`config.mk`:
```
export PLATFORM = sky130hd
export DESIGN_NAME = oscillator
export DESIGN_NICKNAME = d
export VERILOG_FILES = /design/src/rtl/oscillator.sv
export SDC_FILE = /design/constraint.sdc
export NUM_CORES = 1
export LEC_CHECK = 0
export CAP_MARGIN = 20
export CORE_ASPECT_RATIO = 0.7
export CORE_MARGIN = 2
export CORE_UTILIZATION = 60
export CTS_CLUSTER_DIAMETER = 120
export DETAILED_ROUTE_END_ITERATION = 10
export DONT_BUFFER_PORTS = 1
export PLACE_DENSITY_LB_ADDON = 0.12
export SLEW_MARGIN = 20
export SYNTH_ARGS = -nofsm -noshare
export SYNTH_HDL_FRONTEND = slang
export SYNTH_SLANG_ARGS = --single-unit
```
`constraint.sdc`:
```
create_clock -name clk -period 3.5 [get_ports clk]
set_input_delay 0.35 -clock clk [delete_from_list [all_inputs] [get_ports clk]]
set_output_delay 0.35 -clock clk [all_outputs]
set_load 0.1 [all_outputs]
```
`src/rtl/oscillator.sv`:
```
// oscillator: single-voice audio oscillator running on the sample clock.
// A 32-bit phase accumulator is advanced by an increment derived from a
// 1/32 Hz frequency word plus a small upward detune. The pre-update phase
// is mapped to a sine, square, sawtooth or triangle sample, then registered.
//
// Ports:
//   clk     in   1   sample clock (48 kHz), all state on rising edge
//   reset   in   1   asynchronous active-low; clears phase and wave
//   freq    in  20   unsigned frequency, 1/32 Hz units (14080 = 440 Hz)
//   ctrl    in   2   00 sine, 01 square, 10 sawtooth, 11 triangle
//   detune  in   4   upward offset in steps of freq/256
//   wave    out 16   signed sample, registered
module oscillator (
    input  logic               clk,
    input  logic               reset,
    input  logic [19:0]        freq,
    input  logic [1:0]         ctrl,
    input  logic [3:0]         detune,
    output logic signed [15:0] wave
);

    localparam int unsigned FREQ_W  = 20;
    localparam int unsigned PROD_W  = 24;
    localparam int unsigned FEFF_W  = 21;
    localparam int unsigned PHASE_W = 32;
    localparam int unsigned SMP_W   = 16;
    localparam int unsigned ROM_AW  = 6;
    localparam int unsigned ROM_DW  = 15;

    // 2^32 / (48000 * 32), rounded: phase step per 1/32 Hz at 48 kHz
    localparam logic [PHASE_W-1:0] INC_K = PHASE_W'(2796);

    localparam logic signed [SMP_W-1:0] SQ_HI = 16'sh7FFF;
    localparam logic signed [SMP_W-1:0] SQ_LO = 16'sh8001;

    logic [PHASE_W-1:0]       r_phase;
    logic [FREQ_W-5:0]        w_fd_hi;
    logic [FEFF_W-1:0]        w_feff;
    logic [PHASE_W-1:0]       w_inc;
    logic [ROM_AW-1:0]        w_rom_idx;
    logic [ROM_DW-1:0]        w_rom_val;
    logic signed [SMP_W-1:0]  w_rom_ext;
    logic                     w_sine_zero;
    logic signed [SMP_W-1:0]  w_sine;
    logic signed [SMP_W-1:0]  w_square;
    logic signed [SMP_W-1:0]  w_saw;
    logic [ROM_DW-1:0]        w_tri_t;
    logic signed [SMP_W-1:0]  w_tri;
    logic signed [SMP_W-1:0]  w_next_wave;

    // Detuned frequency: freq + (freq*detune)>>8; 21 bits never overflows
    assign w_fd_hi = 16'((PROD_W'(freq) * PROD_W'(detune)) >> 8);
    assign w_feff  = FEFF_W'(freq) + FEFF_W'(w_fd_hi);

    // Worst case ~3.1e9 fits in 32 bits
    assign w_inc = PHASE_W'(w_feff) * INC_K;

    // Phase accumulator, wraps by natural binary overflow
    always_ff @(posedge clk or negedge reset) begin
        if (!reset) begin
            r_phase <= '0;
        end else begin
            r_phase <= r_phase + w_inc;
        end
    end

    // Quarter-wave index: second and fourth quarters read the table mirrored
    assign w_rom_idx = r_phase[30] ? ~r_phase[29:24] : r_phase[29:24];

    // Quarter-wave table, entry k = round(32767*sin(pi/2*(k+0.5)/64))
    always_comb begin
        w_rom_val = '0;
        case (w_rom_idx)
            6'd0:  w_rom_val = 15'd402;   6'd1:  w_rom_val = 15'd1206;
            6'd2:  w_rom_val = 15'd2009;  6'd3:  w_rom_val = 15'd2811;
            6'd4:  w_rom_val = 15'd3612;  6'd5:  w_rom_val = 15'd4410;
            6'd6:  w_rom_val = 15'd5205;  6'd7:  w_rom_val = 15'd5998;
            6'd8:  w_rom_val = 15'd6786;  6'd9:  w_rom_val = 15'd7571;
            6'd10: w_rom_val = 15'd8351;  6'd11: w_rom_val = 15'd9126;
            6'd12: w_rom_val = 15'd9896;  6'd13: w_rom_val = 15'd10659;
            6'd14: w_rom_val = 15'd11417; 6'd15: w_rom_val = 15'd12167;
            6'd16: w_rom_val = 15'd12910; 6'd17: w_rom_val = 15'd13645;
            6'd18: w_rom_val = 15'd14372; 6'd19: w_rom_val = 15'd15090;
            6'd20: w_rom_val = 15'd15800; 6'd21: w_rom_val = 15'd16499;
            6'd22: w_rom_val = 15'd17189; 6'd23: w_rom_val = 15'd17869;
            6'd24: w_rom_val = 15'd18537; 6'd25: w_rom_val = 15'd19195;
            6'd26: w_rom_val = 15'd19841; 6'd27: w_rom_val = 15'd20475;
            6'd28: w_rom_val = 15'd21096; 6'd29: w_rom_val = 15'd21705;
            6'd30: w_rom_val = 15'd22301; 6'd31: w_rom_val = 15'd22884;
            6'd32: w_rom_val = 15'd23452; 6'd33: w_rom_val = 15'd24007;
            6'd34: w_rom_val = 15'd24547; 6'd35: w_rom_val = 15'd25072;
            6'd36: w_rom_val = 15'd25582; 6'd37: w_rom_val = 15'd26077;
            6'd38: w_rom_val = 15'd26556; 6'd39: w_rom_val = 15'd27019;
            6'd40: w_rom_val = 15'd27466; 6'd41: w_rom_val = 15'd27896;
            6'd42: w_rom_val = 15'd28310; 6'd43: w_rom_val = 15'd28706;
            6'd44: w_rom_val = 15'd29085; 6'd45: w_rom_val = 15'd29447;
            6'd46: w_rom_val = 15'd29791; 6'd47: w_rom_val = 15'd30117;
            6'd48: w_rom_val = 15'd30424; 6'd49: w_rom_val = 15'd30714;
            6'd50: w_rom_val = 15'd30985; 6'd51: w_rom_val = 15'd31237;
            6'd52: w_rom_val = 15'd31470; 6'd53: w_rom_val = 15'd31685;
            6'd54: w_rom_val = 15'd31880; 6'd55: w_rom_val = 15'd32057;
            6'd56: w_rom_val = 15'd32213; 6'd57: w_rom_val = 15'd32351;
            6'd58: w_rom_val = 15'd32469; 6'd59: w_rom_val = 15'd32567;
            6'd60: w_rom_val = 15'd32646; 6'd61: w_rom_val = 15'd32705;
            6'd62: w_rom_val = 15'd32745; 6'd63: w_rom_val = 15'd32765;
            default: w_rom_val = '0;
        endcase
    end

    // Half-sample-offset table never yields 0, so force the zero crossings
    assign w_sine_zero = (r_phase[30:24] == 7'd0);
    assign w_rom_ext   = $signed({1'b0, w_rom_val});
    assign w_sine      = w_sine_zero ? '0 :
                         (r_phase[31] ? -w_rom_ext : w_rom_ext);

    assign w_square = r_phase[31] ? SQ_LO : SQ_HI;

    // Offset-binary to two's complement by inverting the MSB
    assign w_saw = $signed({~r_phase[31], r_phase[30:16]});

    // Fold the second half back down, then double and re-centre
    assign w_tri_t = r_phase[31] ? ~r_phase[30:16] : r_phase[30:16];
    assign w_tri   = $signed({~w_tri_t[14], w_tri_t[13:0], 1'b0});

    // Waveform select from the pre-update phase
    always_comb begin
        w_next_wave = '0;
        unique case (ctrl)
            2'b00: w_next_wave = w_sine;
            2'b01: w_next_wave = w_square;
            2'b10: w_next_wave = w_saw;
            2'b11: w_next_wave = w_tri;
            default: w_next_wave = '0;
        endcase
    end

    // Output sample register
    always_ff @(posedge clk or negedge reset) begin
        if (!reset) begin
            wave <= '0;
        end else begin
            wave <= w_next_wave;
        end
    end

endmodule

```
==> flow_metrics.tcl, run 1 <==
set metrics [dict create \
    die_y_um 130.2 \
    h-tree-depth 2 \
    synthDominantCellAreaShare_pct 18.19 \
    last-stage-reached "global routing" \
    gpl.final_weighted_congestion 1.038 \
    first_global_vias 20370 \
    global_route_overflow 66 \
    seq_area_frac_synth_pct 8.433 \
    cts.sinks 46 \
    grt_start_max_net_pins 47 \
    yosysTopAreaCell "fa_1" \
    floorplan.die.width_um 184.3 \
    synthDistinctLibCells 81 \
    status "aborted with a tool error" \
    top_area_cells_in_the_synthesized_netlist "fa_1 (18%), ha_1 (16%), dfrtp_1 (8.4%)" \
    synth_nets 2045 \
    io-pin-count 44 \
    error_message "[ERROR GRT-0116] Global routing finished with congestion. Check the congestion regions in the DRC Viewer." \
    yosys_register_bits 46 \
    synth_warnings 0 \
    floorplan.initialDensity_pct 60.66 \
    root_buffer "clkbuf_16" \
    numPortBuffers 0 \
    grt_pass1_wl_um 132100 \
    placementRows 46 \
    synth-async-reset-ratio_pct 100.0 \
    track_usage_pct 75.14 \
    synth_edf_count 0 \
    postSynthAreaPerCell_um2 7.946 \
    cts_made_buffers 5 \
    place_hpwl_um 47420 \
    clock_tree.buffer_depth 2 \
    postSynth.topFlopCell "dfrtp_1" \
    netlist_instances 1718 \
    synth_area_mm2 0.01365 \
]
-- routing by layer --
layer / GRT overflow / global-route usage [%]
met2: 33 / 89.06
met3: 1 / 64.08
met5: 0 / 34.20
met4: 32 / 72.42
met1: 0 / 75.68
-- kinds of logic after synthesis --
family                   after synthesis  share of synthesized area, %
adder cells (fa/ha/maj)              299                         34.23
buffers and inverters                344                         10.04
XOR/XNOR                             133                         8.634
AO/OA/AOI/OAI                        435                         20.72
AND/OR/NAND/NOR                      452                         17.19
multiplexers                           9                        0.7608
flip-flops                            46                         8.433
-- metrics by stage --
step	cell area, µm²	instances	worst slack (ns)	hold WS, ns
detailed placement	17440	2387	-7.980	0.05537
CTS	19180	2454	-6.899	0.1626
global placement	17440	2387	-7.112	0.05530
floorplan	14160	1718	-6.666	0.05441
-- cell usage after synthesis (5+ instances only) --
cell type / instances
ha_1: 175
a2bb2oi_1: 6
nor2_1: 86
o21ai_1: 5
a221oi_1: 7
a21o_1: 29
mux2i_1: 7
nand4_1: 6
buf_1: 7
o21bai_1: 11
nand3b_1: 6
o21ai_0: 97
and4_1: 5
o221ai_1: 11
a31oi_1: 11
or2_2: 6
buf_6: 6
o311ai_0: 6
a211oi_1: 13
o2111ai_1: 5
clkbuf_1: 42
or3_1: 7
a21oi_1: 116
nor2b_1: 37
nand2b_1: 28
xnor2_1: 88
xor2_1: 44
nor3_1: 27
nand2_1: 113
fa_1: 124
and3_1: 11
nor3b_1: 5
a22oi_1: 21
o22ai_1: 15
o21a_1: 12
and2_1: 68
o211ai_1: 9
nand3_1: 25
dfrtp_1: 46
o31ai_1: 12
inv_1: 262
buf_2: 24
-- what timing repair did --
item,CTS
hold buffers,2
endpoints found under the hold margin,46
buffers inserted,64
pin swaps,177
endpoints found under the setup margin,39
gates resized for setup,232
==> run 2, diff against run 1 <==
- CORE_ASPECT_RATIO: 0.7 -> unset
- CORE_UTILIZATION: 60 -> 40
- CTS_CLUSTER_DIAMETER: 120 -> unset
- PLACE_DENSITY_LB_ADDON: 0.12 -> 0.15
- clock period: 3.5 -> 4.55 ns (I/O delays scaled with it)
==> flow_metrics.tcl, run 2 <==
set metrics [dict create \
    status "finished, violations left" \
    violations "negative setup slack" \
    global_route_overflow 0 \
    cpPeakStageDelay_ns 0.53 \
    place_hpwl_um 33980 \
    drtAntennaViolNets 0 \
    path_max_fanout 5 \
    die_y_um 188.7 \
    grt_start_max_net_pins 47 \
    min_period_ns 10.08 \
    vias 13210 \
    skew_ns 0.01521 \
    fill_cells 3124 \
    final_layout_size_suffix_gt1_share_pct 30.35 \
    timing.final.ws_setup_ns -5.528 \
    setup_repair_after_global_routing_missed_its_margin "yes" \
    largest_register_ffs 30 \
    first_iter_violations 669 \
    critical_path.startpoint_type "primary input" \
    report.final.slew_viol_count 0 \
    placementRows 67 \
    netlist_instances 1718 \
    synth_edf_count 0 \
    track_usage_pct 24.13 \
    routed_via_density 5.323 \
    yosysTopAreaCell "fa_1" \
    yosys-top-cells-count "inv_1 (262), ha_1 (175), fa_1 (124)" \
    yosys_register_bits 46 \
    max_freq_mhz 99.22 \
    floorplan_core_area_mm2 0.03353 \
    gpl.final_weighted_congestion 0.9471 \
    h-tree-depth 2 \
    top_area_cells_in_the_synthesized_netlist "fa_1 (18%), ha_1 (16%), dfrtp_1 (8.4%)" \
    worst_slew_pin_slew_ns 1.144 \
    synth_nets 2045 \
    cts.sinks 46 \
    synth-async-reset-ratio_pct 100.0 \
    worst_skew_pair.late_latency_ns 0.31 \
    layout_commonest_cell "buf_4" \
    cts_made_buffers 5 \
    grt_pass1_wl_um 69690 \
    final_hold_viol_count 0 \
    reg.largest.list "r_phase: 30 flops, wave: 16 flops" \
    timing.critical_path.required_ns 4.73 \
    hold_path_class "primary input to flip-flop" \
    postSynth.topFlopCell "dfrtp_1" \
    synthDominantCellAreaShare_pct 18.19 \
    clock_tree.buffer_depth 2 \
    diodes 0 \
    io-pin-count 44 \
    cp_data_arrival_time_ns 10.26 \
    finalSetupViolations 28 \
    regMostFlops "r_phase" \
    clkTransAtPathRegs_ns 0.06 \
    critical_path_class "primary input to flip-flop" \
    synth_area_mm2 0.01365 \
    root_buffer "clkbuf_16" \
    period_share_pct 221.5 \
    crit_slowest_cell "fa_1" \
    slew_headroom_pct 23.19 \
    tritoncts "yes" \
    die_area_mm2 0.03562 \
    first_global_vias 13640 \
    grt_antenna_before_repair 0 \
    cap_violations 0 \
    drt-total-wl_um 42390 \
    synth_warnings 0 \
    pre_cts_slack_ns -6.473 \
    syn_to_final_growth_pct 34.89 \
    postSynthAreaPerCell_um2 7.946 \
    post-route-drc-count 0 \
    most-common-layout-cells "buf_4 (351), inv_1 (235), ha_1 (132)" \
    numPortBuffers 0 \
    floorplan.die.width_um 188.7 \
    synthDistinctLibCells 81 \
    floorplan.initialDensity_pct 40.71 \
    end_kind "flip-flop" \
    total_negative_slack_ns -112.62 \
    final_net_count 2359 \
    first_pass_iters 5 \
    fin_worst_hold_slack_ns 0.2939 \
    wl_per_cell_um 17.09 \
    post-synth-top-count-cell "inv_1" \
    seq_area_frac_synth_pct 8.433 \
]
[run 2: cell counts after synthesis]
Identical to the previous run, type by type.
[run 2: cell type report]
type	count	area [µm²]	share of cell area (%)
multi-input cells	1328	12500	67.86
repair buffers	387	3064	16.64
flip-flops and latches	46	1156	6.279
inverters	264	993.5	5.395
well taps	448	560.5	3.044
clock buffers	6	128.9	0.6999
clock inverters	2	13.76	0.07475
[run 2: metrics by stage]
step	instances	utilization [%]	cell area, µm²
3_5_place_dp	2416	49.84	16710
6_report	2481	54.91	18410
3_3_place_gp	2416	49.84	16710
2_1_floorplan	1718	-	14070
5_1_grt	2481	54.91	18410
4_1_cts	2468	53.77	18030
[run 2: cells by family after synthesis]
kind of cell | after synthesis | synth area share [%]
flip-flops | 46 | 8.433
adder cells (fa/ha/maj) | 299 | 34.23
AO/OA/AOI/OAI | 435 | 20.72
XOR/XNOR | 133 | 8.634
buffers and inverters | 344 | 10.04
AND/OR/NAND/NOR | 452 | 17.19
multiplexers | 9 | 0.7608
[run 2: timing repair]
action	4_1_cts	5_1_grt
hold buffers	2	0
setup buffers	45	14
hold endpoints to repair	46	0
setup endpoints to repair	28	33
pin swaps	163	57
gates resized for setup	165	53
[run 2: final timing paths]
check                           slack [ns]  cells past startpoint                    end                  start
worst min-delay path                  0.29                      1      wave[0]$_DFF_PN0_                ctrl[1]
worst max-delay path                 -5.53                     52  r_phase[31]$_DFF_PN0_                freq[3]
worst min register to register        0.48                      1   r_phase[2]$_DFF_PN0_   r_phase[2]$_DFF_PN0_
min in group asynchronous             0.66                      2     wave[13]$_DFF_PN0_                  reset
worst max register to register        0.27                     15      wave[8]$_DFF_PN0_  r_phase[30]$_DFF_PN0_
max in group asynchronous             3.62                      2  r_phase[30]$_DFF_PN0_                  reset
[run 2: metal layers]
| layer | share of wire [%] | up-vias | wire length, µm | global-route usage, % |
|---|---|---|---|---|
| met5 | 0 | - | 0 | 0 |
| met4 | 3.3 | 0 | 1408 | 8.113 |
| met3 | 4.3 | 76 | 1806 | 2.310 |
| met2 | 49 | 330 | 20790 | 42.27 |
| met1 | 43 | 6326 | 18380 | 31.08 |
| li1 | - | 6474 | - | - |
[run 2: worst max-delay path: cells and delay by family]
family | cells | cell delay, ns
AO/OA/AOI/OAI | 18 | 2.87
XOR/XNOR | 5 | 0.70
adder cells (fa/ha/maj) | 11 | 4.24
buffers and inverters | 11 | 1.11
AND/OR/NAND/NOR | 7 | 0.86
Power of run 2 is left out: the tool's default activity adds up to more than one toggle a clock period on the data nets, which glitch-free logic cannot reach.
